==> src/rtl/dm_port_arbiter.sv <==
// -----------------------------------------------------------------------------
// dm_port_arbiter
//
// Shares the single-port data memory between the CPU M-stage load/store path
// and a DMA/debug bridge. Each cycle one requester (or neither) is chosen.
// The chosen request is driven onto mem_* in the same cycle. The
// one-cycle-latency read data is steered back to whichever side issued the
// read.
//
// The CPU has fixed priority, with two exceptions:
//   * a DMA that has been refused MAX_WAIT cycles in a row wins the next
//     arbitration;
//   * a DMA holding dma_lock keeps the port for up to MAX_BURST consecutive
//     grants.
//
// Ports
//   clk_i, rst_ni            clock, asynchronous active-low reset
//   cpu_req_i/we/addr/wdata/byte   CPU request (must stay stable while stalled)
//   cpu_gnt_o, cpu_stall_o   CPU owns the port / CPU is being held off
//   cpu_rvalid_o, cpu_rdata_o      read return to the CPU
//   dma_req_i/we/addr/wdata/byte   DMA request
//   dma_lock_i               DMA asks for back-to-back grants
//   dma_gnt_o                DMA owns the port
//   dma_rvalid_o, dma_rdata_o      read return to the DMA
//   mem_en_o/we/addr/wdata/byte    memory port (byte enables zero on reads)
//   mem_rdata_i              memory read data, one cycle after a read
// -----------------------------------------------------------------------------
module dm_port_arbiter #(
  parameter int unsigned MAX_WAIT  = 4,  // 1..15
  parameter int unsigned MAX_BURST = 8   // 1..15
) (
  input  logic        clk_i,
  input  logic        rst_ni,
  // CPU side
  input  logic        cpu_req_i,
  input  logic        cpu_we_i,
  input  logic [31:0] cpu_addr_i,
  input  logic [31:0] cpu_wdata_i,
  input  logic [3:0]  cpu_byte_i,
  output logic        cpu_gnt_o,
  output logic        cpu_stall_o,
  output logic        cpu_rvalid_o,
  output logic [31:0] cpu_rdata_o,
  // DMA side
  input  logic        dma_req_i,
  input  logic        dma_we_i,
  input  logic [31:0] dma_addr_i,
  input  logic [31:0] dma_wdata_i,
  input  logic [3:0]  dma_byte_i,
  input  logic        dma_lock_i,
  output logic        dma_gnt_o,
  output logic        dma_rvalid_o,
  output logic [31:0] dma_rdata_o,
  // Memory port
  output logic        mem_en_o,
  output logic        mem_we_o,
  output logic [31:0] mem_addr_o,
  output logic [31:0] mem_wdata_o,
  output logic [3:0]  mem_byte_o,
  input  logic [31:0] mem_rdata_i
);

  localparam logic [3:0] MAX_WAIT_C  = 4'(MAX_WAIT);
  localparam logic [3:0] MAX_BURST_C = 4'(MAX_BURST);

  typedef enum logic [1:0] {
    ST_IDLE,
    ST_CPU,
    ST_DMA,
    ST_DMA_LOCK
  } state_e;

  typedef enum logic [1:0] {
    OWN_NONE,
    OWN_CPU,
    OWN_DMA
  } owner_e;

  state_e     state_q, state_d;
  owner_e     rd_owner_q, rd_owner_d;
  logic [3:0] wait_cnt_q, wait_cnt_d;
  logic [3:0] burst_cnt_q, burst_cnt_d;

  logic cpu_gnt, dma_gnt;
  logic lock_hold;  // DMA keeps the port inside a locked burst
  logic starved;    // DMA has waited long enough to pre-empt the CPU

  // ---------------------------------------------------------------------------
  // Arbitration and next-state
  // ---------------------------------------------------------------------------
  always_comb begin
    cpu_gnt     = 1'b0;
    dma_gnt     = 1'b0;
    state_d     = ST_IDLE;
    rd_owner_d  = OWN_NONE;
    wait_cnt_d  = 4'd0;
    burst_cnt_d = 4'd0;

    lock_hold = (state_q == ST_DMA_LOCK) && dma_req_i && dma_lock_i &&
                (burst_cnt_q < MAX_BURST_C);
    starved   = dma_req_i && (wait_cnt_q >= MAX_WAIT_C);

    // Grants are suppressed while reset is asserted so that the port is
    // quiet even though arbitration is otherwise purely combinational.
    if (rst_ni) begin
      if (lock_hold || starved) begin
        dma_gnt = 1'b1;
      end else if (cpu_req_i) begin
        cpu_gnt = 1'b1;
      end else if (dma_req_i) begin
        dma_gnt = 1'b1;
      end
    end

    if (cpu_gnt) begin
      state_d = ST_CPU;
    end else if (dma_gnt && dma_lock_i) begin
      state_d = ST_DMA_LOCK;
    end else if (dma_gnt) begin
      state_d = ST_DMA;
    end

    // A locked grant that only won through normal priority (the burst limit
    // was reached) starts a fresh burst, so the count restarts at one.
    if (dma_gnt && dma_lock_i) begin
      burst_cnt_d = lock_hold ? (burst_cnt_q + 4'd1) : 4'd1;
    end

    if (dma_req_i && !dma_gnt) begin
      wait_cnt_d = (wait_cnt_q == 4'hF) ? 4'hF : (wait_cnt_q + 4'd1);
    end

    if (cpu_gnt && !cpu_we_i) begin
      rd_owner_d = OWN_CPU;
    end else if (dma_gnt && !dma_we_i) begin
      rd_owner_d = OWN_DMA;
    end
  end

  always_ff @(posedge clk_i or negedge rst_ni) begin
    if (!rst_ni) begin
      state_q     <= ST_IDLE;
      rd_owner_q  <= OWN_NONE;
      wait_cnt_q  <= 4'd0;
      burst_cnt_q <= 4'd0;
    end else begin
      state_q     <= state_d;
      rd_owner_q  <= rd_owner_d;
      wait_cnt_q  <= wait_cnt_d;
      burst_cnt_q <= burst_cnt_d;
    end
  end

  // ---------------------------------------------------------------------------
  // Outputs
  // ---------------------------------------------------------------------------
  assign cpu_gnt_o   = cpu_gnt;
  assign dma_gnt_o   = dma_gnt;
  assign cpu_stall_o = rst_ni && cpu_req_i && !cpu_gnt;
  assign mem_en_o    = cpu_gnt | dma_gnt;

  always_comb begin
    mem_we_o    = 1'b0;
    mem_addr_o  = 32'd0;
    mem_wdata_o = 32'd0;
    mem_byte_o  = 4'd0;
    if (cpu_gnt) begin
      mem_we_o    = cpu_we_i;
      mem_addr_o  = cpu_addr_i;
      mem_wdata_o = cpu_wdata_i;
      mem_byte_o  = cpu_we_i ? cpu_byte_i : 4'd0;
    end else if (dma_gnt) begin
      mem_we_o    = dma_we_i;
      mem_addr_o  = dma_addr_i;
      mem_wdata_o = dma_wdata_i;
      mem_byte_o  = dma_we_i ? dma_byte_i : 4'd0;
    end
  end

  // rd_owner_q is cleared asynchronously, so a pending return vanishes on reset.
  assign cpu_rvalid_o = (rd_owner_q == OWN_CPU);
  assign dma_rvalid_o = (rd_owner_q == OWN_DMA);
  assign cpu_rdata_o  = cpu_rvalid_o ? mem_rdata_i : 32'd0;
  assign dma_rdata_o  = dma_rvalid_o ? mem_rdata_i : 32'd0;

endmodule

==> config.mk <==
export PLATFORM = sky130hd
export DESIGN_NAME = dm_port_arbiter
export DESIGN_NICKNAME = d
export VERILOG_FILES = /design/src/rtl/dm_port_arbiter.sv
export SDC_FILE = /design/constraint.sdc
export NUM_CORES = 1
export LEC_CHECK = 0
export ABC_AREA = 1
export BUFFER_PORTS_ARGS = -buffer_cell sky130_fd_sc_hd__buf_2
export CAP_MARGIN = 10
export CORE_AREA = 5 5 119 121
export DETAILED_ROUTE_END_ITERATION = 16
export DIE_AREA = 0 0 124 126
export PLACE_DENSITY_LB_ADDON = 0.05
export RECOVER_POWER = 50
export REMOVE_ABC_BUFFERS = 1
export SETUP_SLACK_MARGIN = 0.02
export SLEW_MARGIN = 30
export SYNTH_ARGS = -nofsm -noshare
export SYNTH_HDL_FRONTEND = slang
export SYNTH_SLANG_ARGS = --single-unit
==> constraint.sdc <==
create_clock -name clk_i -period 3.1 [get_ports clk_i]
set_clock_uncertainty 0.15 [all_clocks]
set_input_delay 0.465 -clock clk_i [delete_from_list [all_inputs] [get_ports clk_i]]
set_output_delay 0.465 -clock clk_i [all_outputs]
set_load 0.05 [all_outputs]
==> summary by stage <==
Status
The flow ran to the end, and the final reports show no timing, DRC or antenna violations.

Timing
The worst relative slew slack is about two fifths. Once routing completed, OpenROAD measured the worst setup slack at between 400 and 500 ps. For the final routed database, the setup TNS stands at 0 ps. The top achievable clock speed is approximately 0.38 GHz. At the pin with the least slew margin, the transition time is slightly above 900 ps. Setup violations remaining at the end of the flow were counted as 0. The time the final worst path needs with I/O delays and setup is around 2600 ps.

Setup repair after global routing left no endpoint under its margin. The count of endpoints failing hold in the final timing report is 0. The max-slew violation count is 0.

Of the available clock period, the critical path in the final layout requires around 85%.

Power
The power dissipated by switching net loads is 0.5789 mW. IR analysis of the VDD net gives a maximum drop of between 150 and 200 µV. The internal power of the cells totals 0.5423 mW. Power spread over the standard cell area amounts to around 300 mW/mm². The post-layout total power is about 1.1 mW. The register share of total power is 14.9%.

The share of total power dissipated in the clock network is about a quarter. In this run switching power makes up between 50% and 60% of total power. The share of total power dissipated in combinational logic is slightly above 60%. Summed over all cells, the static leakage comes to 2.527 nW.

Setup path
The class of the most critical setup path is reg2out. The setup slack on the worst flop-to-flop path is around 1600 ps. The worst stage delay on the critical path is 430 ps. Walking the worst path, the cells encountered are o21ai_2, nand3b_4, inv_2, buf_12, nand2_1, nand2_1, buf_2.

The endpoint kind of the worst setup timing path is an output pin. The endpoint of the worst register-to-register path is wait_cnt_q[3]$_DFF_PN0_. The worst endpoint required time is roughly 2500 ps. The element type at the critical path start is a flop. Among the stages of the critical path, the cell type that occurs most often is sky130_fd_sc_hd__nand2_1. The critical path contains buffers and inverters numbering 3 combined.

The startpoint identified for the worst register-to-register timing path is wait_cnt_q[2]$_DFF_PN0_. The cell with the largest stage delay on the worst path is sky130_fd_sc_hd__dfrtp_1. The highest fanout seen on the critical path is 26. The number of cells on the worst reg-to-reg path is 5.

The critical path's top delay family is buffers and inverters. The worst path arrival time is 2020 ps.

CTS
In this run the deepest clock path goes through 2 buffers. The number of clock buffers added by TritonCTS is 3. The depth of the CTS H-tree is 1. Clock-pin slew was measured on the worst setup and hold paths at around 40 ps.

The number of hold-repair buffers added at the cts stage is 0. The post-cts resize count is 0. The clock reaches the later pin of the worst-skew pair after around 240 ps. The number of setup buffers added after CTS is 0. The CTS tree is built. Counting every sink on the clock net gives 12. CTS placed an instance of sky130_fd_sc_hd__clkbuf_16 at the clock tree root.

Final layout
The growth of design area from synthesis to finish is 87.83%. After filler insertion, the fill cell instance count of the layout stands at ~1600. The post-layout instance area is 0.003746 mm². The number of nets in the layout is 882. The final core utilization is 28.86%. Cells with a size suffix above 1 make up a little under 40% of the layout.

Yosys
In this run, distinct cell masters in the synthesized netlist total 18. The number of warnings reported in the yosys synthesis log is 0. The fraction of the yosys area taken by sequential cells is 15.06%. The cell count after synthesis is a little over 400. In this run, synthesis produced a sequential element count of 12. The synthesized netlist occupies a cell area of 0.001994 mm². A synthesized cell averages approximately 4.9 µm².

Detailed routing
The wire length after detailed routing is approximately 13000 µm. Detailed routing inserted a total of ~3500 vias. The pre-antenna-repair detailed-routing pass consisted of 5 iterations. Dividing the detail-routed wire length by the instance count gives ~15 µm. The initial DRC count is around 190.

After detailed routing, the number of remaining DRC violations is 0. Once detail routing completed, the nets flagged for antenna violations numbered 0. The mean number of vias per cell is ~4.

GRT
Entering global routing, the biggest net connects 84 pins. The global-route wire length before repair is roughly 19000 µm. Across every metal layer, demand over resource in global routing totals 15.20%. The final global-route overflow total is 0.

The initial antenna violation count is 2. The number of global-route vias before repair came to 3369.

Floorplan
The floorplan has 42 rows. The total I/O pin count is 314. From bottom edge to top edge, the die measures ~130 µm. The die is 124 µm wide. The area enclosed by the die boundary is ~0.016 mm². After floorplanning, the core was sized to cover 0.01298 mm². For this configuration, the core starts out at a cell density of 15.37%.

Place
Input and output buffers added on the ports amount to ~310. Summed over all nets, the half-perimeter wirelength after detailed placement is roughly 11000 µm. Timing analysis after detailed placement gives a worst setup slack of approximately 470 ps. Routability-driven placement finished with a final weighted congestion of ~0.88.

The placed instances occupy a cell area of 0.003727 mm².

Hold path
The classification of the worst-slack hold path is in2async.

Job
The max capacitance violation total is 0.
## logic make-up (layout without fill, tap and decap cells)
kind of cell / count (synthesis) / count (layout) / synth area share (%)
flip-flops: 12 / 12 / 15.06
AO/OA/AOI/OAI: 7 / 7 / 1.945
adder cells (fa/ha/maj): 2 / 2 / 1.255
buffers and inverters: 78 / 373 / 17.00
AND/OR/NAND/NOR: 309 / 309 / 64.30
other: 0 / 3 / 0
XOR/XNOR: 1 / 1 / 0.4392
## per-layer routing
| layer | vias up | track usage [%] | wire length (µm) |
|---|---|---|---|
| li1 | 1832 | - | - |
| met1 | 1511 | 15.73 | 4702 |
| met2 | 159 | 31.37 | 7368 |
| met3 | 2 | 3.274 | 1229 |
| met4 | 0 | 1.353 | 38 |
| met5 | - | 0 | 0 |
## layout by cell type (no fill, tap or decap), drive strengths merged
cell,n
o21ai,7
clkbuf,61
diode,3
nand3,75
dfrtp,12
ha,2
nand3b,1
buf,262
nor2,78
inv,50
nand2,155
xor2,1
## state kept, by name, summed over array words and instances, names as in the netlist
register     count
burst_cnt_q      4
wait_cnt_q       4
rd_owner_q       2
state_q          2
## worst max path at each step
stage                                       start              end  slack [ps]  cells after the start
after floorplan           rd_owner_q[0]$_DFF_PN0_   dma_rdata_o[0]          60                      3
after global placement                  cpu_req_i  mem_wdata_o[29]         500                      8
after detailed placement                   rst_ni         mem_en_o         470                      5
after CTS                 wait_cnt_q[2]$_DFF_PN0_  mem_wdata_o[29]         430                      7
after global routing      wait_cnt_q[2]$_DFF_PN0_   mem_addr_o[27]         320                      7
final                     wait_cnt_q[2]$_DFF_PN0_   mem_addr_o[27]         470                      7
## stage by stage
step / cells / hold slack (ps)
after floorplan: 381 / 19.41
after global placement: 876 / 389.4
after detailed placement: 876 / 394.2
after CTS: 880 / 341.2
after global routing: 882 / 352.9
final: 883 / 337.9
## cell usage after synthesis, drive strengths merged
cell type | count | area (µm²)
clkbuf | 10 | 37.54
dfrtp | 12 | 300.3
xor2 | 1 | 8.760
ha | 2 | 25.02
nor2 | 78 | 292.8
o21ai | 7 | 38.79
buf | 18 | 113.9
inv | 50 | 187.7
nand3b | 1 | 20.02
nand2 | 155 | 584.3
nand3 | 75 | 385.4
## power by group through the flow
stage / clock network, mW / registers, mW / logic [mW]
after CTS: 0.267 / 0.167 / 0.705
final: 0.262 / 0.167 / 0.692
after detailed placement: 0 / 0.169 / 0.703
after global routing: 0.279 / 0.168 / 0.745
after floorplan: 0 / 0.169 / 0.434
after global placement: 0 / 0.169 / 0.705
## cell type report
cell class	instances	area, µm²	area share [%]
sequential	12	300.3	8.016
inverter	50	187.7	5.010
timing repair buffer	319	1592	42.49
multi-input combinational	319	1350	36.04
tap	176	220.2	5.878
clock buffer	4	88.84	2.371
antenna	3	7.507	0.2004
(Power assumes the default switching activity.)
